$ cat src/rtl/cv32e40p_prio_int_controller.sv
// Priority interrupt controller: level/edge lines, threshold, highest-priority pick (ties -> highest index).
// Latency irq_i->irq_req_o: level 2, edge 3 cycles (+1 with CV32E40P_IRQ_SYNC_EN); irq_wu_o is combinational.
// Backpressure: an offer is held stable in REQ until irq_ack_i, or retracted when the line stops being eligible.
module cv32e40p_prio_int_controller #(
    parameter int NUM_INTERRUPTS = 32,
    parameter int PRIO_WIDTH     = 3
) (
    input  logic                                 clk,
    input  logic                                 rst_n,
    input  logic [NUM_INTERRUPTS-1:0]            irq_i,
    input  logic [NUM_INTERRUPTS-1:0]            irq_edge_i,
    input  logic [NUM_INTERRUPTS*PRIO_WIDTH-1:0] irq_prio_i,
    input  logic [NUM_INTERRUPTS-1:0]            irq_enable_i,
    input  logic                                 global_ie_i,
    input  logic [PRIO_WIDTH-1:0]                threshold_i,
    input  logic                                 irq_ack_i,
    output logic                                 irq_req_o,
    output logic [4:0]                           irq_id_o,
    output logic [PRIO_WIDTH-1:0]                irq_prio_o,
    output logic [NUM_INTERRUPTS-1:0]            pending_o,
    output logic                                 irq_wu_o
);

    typedef enum logic [1:0] {
        S_IDLE,
        S_REQ,
        S_ACKED
    } state_e;

    state_e                    state_q, state_d;
    logic [NUM_INTERRUPTS-1:0] irq_q, irq_prev_q;
    logic [NUM_INTERRUPTS-1:0] pend_q, pend_d, pend_clr;
    logic [4:0]                irq_id_q, irq_id_d;
    logic [PRIO_WIDTH-1:0]     irq_prio_q, irq_prio_d;
    logic [PRIO_WIDTH-1:0]     line_prio [NUM_INTERRUPTS];
    logic [NUM_INTERRUPTS-1:0] cand;
    logic                      win_found;
    logic [4:0]                win_id;
    logic [PRIO_WIDTH-1:0]     win_prio;
    logic                      lat_cand, lat_edge, ack_take;

`ifdef CV32E40P_IRQ_SYNC_EN
    // First synchronizer stage; irq_q acts as the second stage.
    logic [NUM_INTERRUPTS-1:0] irq_sync_q;

    always_ff @(posedge clk or negedge rst_n) begin
        if (!rst_n) begin
            irq_sync_q <= '0;
            irq_q      <= '0;
        end else begin
            irq_sync_q <= irq_i;
            irq_q      <= irq_sync_q;
        end
    end
`else
    always_ff @(posedge clk or negedge rst_n) begin
        if (!rst_n) begin
            irq_q <= '0;
        end else begin
            irq_q <= irq_i;
        end
    end
`endif

    assign irq_wu_o = |(irq_i & irq_enable_i);

    always_comb begin
        for (int k = 0; k < NUM_INTERRUPTS; k++) begin
            line_prio[k] = irq_prio_i[k*PRIO_WIDTH +: PRIO_WIDTH];
        end
    end

    assign pending_o = (irq_edge_i & pend_q) | (~irq_edge_i & irq_q);

    always_comb begin
        for (int k = 0; k < NUM_INTERRUPTS; k++) begin
            cand[k] = pending_o[k] & irq_enable_i[k] & global_ie_i & (line_prio[k] > threshold_i);
        end
    end

    // Ascending scan with >= lets the highest index win a priority tie.
    always_comb begin
        win_found = 1'b0;
        win_id    = '0;
        win_prio  = '0;
        for (int k = 0; k < NUM_INTERRUPTS; k++) begin
            if (cand[k] && (!win_found || line_prio[k] >= win_prio)) begin
                win_found = 1'b1;
                win_id    = 5'(k);
                win_prio  = line_prio[k];
            end
        end
    end

    always_comb begin
        lat_cand = 1'b0;
        lat_edge = 1'b0;
        for (int k = 0; k < NUM_INTERRUPTS; k++) begin
            if (irq_id_q == 5'(k)) begin
                lat_cand = cand[k];
                lat_edge = irq_edge_i[k];
            end
        end
    end

    always_comb begin
        state_d    = state_q;
        irq_id_d   = irq_id_q;
        irq_prio_d = irq_prio_q;
        ack_take   = 1'b0;
        case (state_q)
            S_IDLE: begin
                if (win_found) begin
                    state_d    = S_REQ;
                    irq_id_d   = win_id;
                    irq_prio_d = win_prio;
                end
            end
            S_REQ: begin
                if (irq_ack_i) begin
                    state_d  = S_ACKED;
                    ack_take = 1'b1;
                end else if (!lat_cand) begin
                    state_d = S_IDLE;
                end
            end
            S_ACKED: state_d = S_IDLE;
            default: state_d = S_IDLE;
        endcase
    end

    // A new edge on the line being acknowledged wins over the clear.
    always_comb begin
        for (int k = 0; k < NUM_INTERRUPTS; k++) begin
            pend_clr[k] = ack_take && lat_edge && (irq_id_q == 5'(k));
        end
        pend_d = (pend_q & ~pend_clr) | (irq_q & ~irq_prev_q & irq_edge_i);
    end

    always_ff @(posedge clk or negedge rst_n) begin
        if (!rst_n) begin
            state_q    <= S_IDLE;
            irq_prev_q <= '0;
            pend_q     <= '0;
            irq_id_q   <= '0;
            irq_prio_q <= '0;
        end else begin
            state_q    <= state_d;
            irq_prev_q <= irq_q;
            pend_q     <= pend_d;
            irq_id_q   <= irq_id_d;
            irq_prio_q <= irq_prio_d;
        end
    end

    assign irq_req_o  = (state_q == S_REQ);
    assign irq_id_o   = irq_id_q;
    assign irq_prio_o = irq_prio_q;

endmodule

$ cat config.mk
export PLATFORM = sky130hd
export DESIGN_NAME = cv32e40p_prio_int_controller
export DESIGN_NICKNAME = d
export VERILOG_FILES = /design/src/rtl/cv32e40p_prio_int_controller.sv
export SDC_FILE = /design/constraint.sdc
export NUM_CORES = 1
export LEC_CHECK = 0
export CELL_PAD_IN_SITES_DETAIL_PLACEMENT = 1
export CELL_PAD_IN_SITES_GLOBAL_PLACEMENT = 2
export CORE_ASPECT_RATIO = 1.4
export CORE_MARGIN = 2
export CORE_UTILIZATION = 31
export DETAILED_ROUTE_END_ITERATION = 7
export PLACE_DENSITY = 0.88
export SETUP_SLACK_MARGIN = 0.2
export SYNTH_ARGS = -nofsm -noshare
export SYNTH_HDL_FRONTEND = slang
export SYNTH_SLANG_ARGS = --single-unit
$ cat constraint.sdc
create_clock -name clk -period 54.4 [get_ports clk]
set_input_delay 5.44 -clock clk [delete_from_list [all_inputs] [get_ports clk]]
set_output_delay 5.44 -clock clk [all_outputs]
set_load 0.01 [all_outputs]
==> results.rst <==
.. list-table::
   :header-rows: 1

   * - Metric
     - Value
   * - Row cnt
     - 84
   * - Crit. End Element
     - flip-flop
   * - Number of nets in the finished design
     - 2027
   * - Class of the tightest hold or removal check
     - reg -> reg
   * - CP Buf/Inv Count
     - 13
   * - Synth Area in Simple Gates
     - 0.214
   * - H-tree levels
     - 3
   * - Unique masters post-synth
     - 105
   * - Iter 0 DRT Violations
     - 624
   * - Final hold violation count
     - 0
   * - Slowest cell delay on critical path
     - 520 ps
   * - Crit Path Class
     - in -> reg
   * - Met2 Track Usage GR
     - 0.480
   * - Utilization after layout
     - 0.411
   * - Footprint of the flip-flops and latches
     - 0.00265 mm^2
   * - Core Footprint
     - 0.0374 mm^2
   * - Global-route wire length before repair
     - 76000 um
   * - Required time of the critical path
     - 54630 ps
   * - Synth Area in Compound Gates
     - 0.286
   * - Detailed Route WL
     - 51600 um
   * - Clock Skew
     - 10.5 ps
   * - Flops & latches, synth
     - 106
   * - Number of max-slew violations in the final report
     - 0
   * - Number of buffers on the longest clock path
     - 2
   * - Cell with the largest stage delay on the worst path
     - sky130_fd_sc_hd__or4_4
   * - Most area-consuming cells after synthesis
     - sky130_fd_sc_hd__dfrtp_1 (23%), sky130_fd_sc_hd__ha_1 (18%), sky130_fd_sc_hd__o21ai_0 (4.6%)
   * - Largest fanout on the critical path
     - 10
   * - Max-slew headroom at the worst pin
     - 0.305
   * - RSZ-0062 raised after global routing
     - no
   * - Number of clock buffers inserted by TritonCTS
     - 9
   * - Maximum vdd drop
     - 0.0155 mV
   * - Largest family of logic cells by synthesized area
     - compound AO/OA/AOI/OAI gates
   * - Final Wtd Congestion
     - 0.916
   * - Most numerous cell in the Yosys netlist
     - sky130_fd_sc_hd__ha_1
   * - Power density of the placed cells
     - 29.8 mW/mm^2
   * - Startpoint types
     - input pin
   * - Period minus WS final
     - 51280 ps
   * - Per-cell routed wire length
     - 24.1 um
   * - Final HPWL from detailed placement
     - 42700 um
   * - Most utilized layer in the global route result
     - met2
   * - Max-cap check violation count
     - 0
   * - Total congestion overflow
     - 0
   * - Data arrival, critical path
     - 51510 ps
   * - Clock latency reported for the late side of the worst-skew pair
     - 360 ps
   * - Met3 usage in global routing
     - 0.0209
   * - Clock tree sinks
     - 106
   * - Height of the die
     - 234 um
   * - Total I/O pin count
     - 241
   * - Met1 routing resource usage after global routing
     - 0.286
   * - Clock slew seen by the registers of the worst setup and hold paths
     - 80 ps
   * - Ratio of cells with drive above 1 in the final layout
     - 0.107
   * - Proportion of netlist area held by the largest area contributor
     - 0.226
   * - Input/output buffers
     - 240
   * - Hold Worst Slack
     - 400 ps
   * - Layout overhead on the synthesized area
     - 31.1%
   * - Synth Net Count
     - 1766
   * - Final setup vio count
     - 0
   * - Post-synthesis sequential area ratio
     - 0.226
   * - Starting density of the core
     - 0.313
   * - Largest net degree at the start of global routing
     - 57
   * - Vias in the first global route
     - 13.1k
   * - Die area
     - 0.0394 mm^2
   * - Mapped Avg Cell Area
     - 8.37 um^2
   * - Number of remaining DRC errors
     - 0
   * - CTS tree
     - done
   * - Area leader, netlist
     - sky130_fd_sc_hd__dfrtp_1
   * - Cell count after synthesis
     - 1400
   * - Initial antenna violation count
     - 2
   * - Number of nets still failing antenna checks after routing
     - 0
   * - Syn Std Cell Area
     - 0.0117 mm^2
   * - Share of the cycle needed by the critical path after routing
     - 0.943
   * - Area share of fa/ha/maj cells after synthesis
     - 0.181
   * - Status
     - finished clean
   * - Post-DR vias/cell
     - 5.89
   * - Top post-synthesis cells by count
     - sky130_fd_sc_hd__ha_1 (167), sky130_fd_sc_hd__nand2_1 (126), sky130_fd_sc_hd__o21ai_0 (107)
   * - Vias
     - 12.6k
   * - Main synth FF type
     - sky130_fd_sc_hd__dfrtp_1
   * - Slew of the pin with the lowest slew margin
     - 1030 ps
   * - Cell at the root of the clock tree
     - sky130_fd_sc_hd__clkbuf_16
   * - Share of cell area taken by muxes after synthesis
     - 0.0531
   * - Kind of cell with the highest combined delay on the critical path
     - compound AO/OA/AOI/OAI gates
   * - Fill count
     - 4438
   * - Yosys warning count
     - 0
   * - Post-synth ARST share
     - 1.00
   * - Highest clock rate
     - 19.5 MHz
   * - EDFF count, synth
     - 0
   * - Leak pwr
     - 6.42 nW
   * - CP dominant cell by count
     - sky130_fd_sc_hd__ha_1
   * - Detailed-routing iteration count for the pre-antenna-repair pass
     - 7
   * - Total area of multi-input combinational cells
     - 0.00881 mm^2
   * - Die width
     - 168 um
   * - Fraction of synthesized cell area in xor and xnor cells
     - 0
   * - Total Routing Usage GR
     - 0.254
==> final cells by class <==
cell class | instances | share of cell area
multi-input cells | 1174 | 0.573
repair buffers | 275 | 0.173
flip-flops and latches | 106 | 0.173
well taps | 473 | 0.0385
inverters | 95 | 0.0232
clock buffers | 9 | 0.0147
clock inverters | 7 | 0.00424
diodes | 1 | 0.000163
==> worst paths after layout <==
| kind | startpoint | end | slack [ps] | depth (start not counted) |
|---|---|---|---|---|
| worst max-delay path | threshold_i[2] | irq_prio_o[0] | 3120 | 229 |
| worst min-delay path | irq_q[21] | irq_prev_q[21] | 400 | 0 |
| worst max register to register | irq_q[0] | irq_prio_o[0] | 8800 | 225 |
| worst min register to register | irq_q[21] | irq_prev_q[21] | 400 | 0 |
| max in group asynchronous | rst_n | pend_q[14] | 48070 | 2 |
| min in group asynchronous | rst_n | irq_prio_o[0] | 5110 | 1 |
==> placed cells by master, fill, tap and decap left out, types with 33 or more instances in the layout <==
cell type,count
sky130_fd_sc_hd__o21ai_0,104
sky130_fd_sc_hd__ha_1,167
sky130_fd_sc_hd__mux2_2,33
sky130_fd_sc_hd__inv_1,93
sky130_fd_sc_hd__nand2_1,123
sky130_fd_sc_hd__a21oi_1,68
sky130_fd_sc_hd__nand3_1,52
sky130_fd_sc_hd__nand2b_1,49
sky130_fd_sc_hd__nor2_1,70
sky130_fd_sc_hd__buf_4,36
sky130_fd_sc_hd__clkdlybuf4s50_1,239
sky130_fd_sc_hd__dfrtp_1,106
sky130_fd_sc_hd__nor2b_1,45
==> metal layers <==
| metal | part of all wire | wire length, um |
|---|---|---|
| met3 | 0.035 | 1790 |
| met1 | 0.39 | 20300 |
| met2 | 0.52 | 26800 |
| met5 | 0.00019 | 10 |
| met4 | 0.054 | 2780 |
==> kinds of logic (layout without fill, tap and decap cells) <==
kind of cell,Yosys count,after routing
other cells,0,1
flops,106,106
simple gates,479,479
compound gates,469,469
mux,56,56
buf+inv,120,386
fa+ha+maj,170,170
==> registers in the layout (all words and copies together), names as in the netlist <==
name	cells
irq_prev_q	32
irq_q	32
pend_q	32
irq_id_o	5
irq_prio_o	3
state_q	2
==> through the flow <==
step	setup TNS [ps]	power [mW]	instances	worst slack (ps)	cell area, um^2
2_1_floorplan	0	0.274	1400	5700	11700
3_3_place_gp	-72.1	0.372	2104	-38.5	14700
3_5_place_dp	-4850	0.381	2104	-755	14700
4_1_cts	0	0.447	2120	309	15000
5_1_grt	0	0.489	2140	130	15400
6_report	0	0.457	2140	3120	15400
==> power breakdown <==
part,total [mW],switching (mW),internal (mW)
clock,0.0644,0.0326,0.0318
sequential,0.101,0.0121,0.0889
combinational,0.292,0.170,0.122
==> what timing repair did <==
action / in CTS / in global routing
hold buffers: 0 / 0
pin swaps: 0 / 10
buffers inserted: 0 / 19
setup endpoints to repair: 8 / 8
resized for setup: 5 / 41
Power figures use the tool's default switching activity.
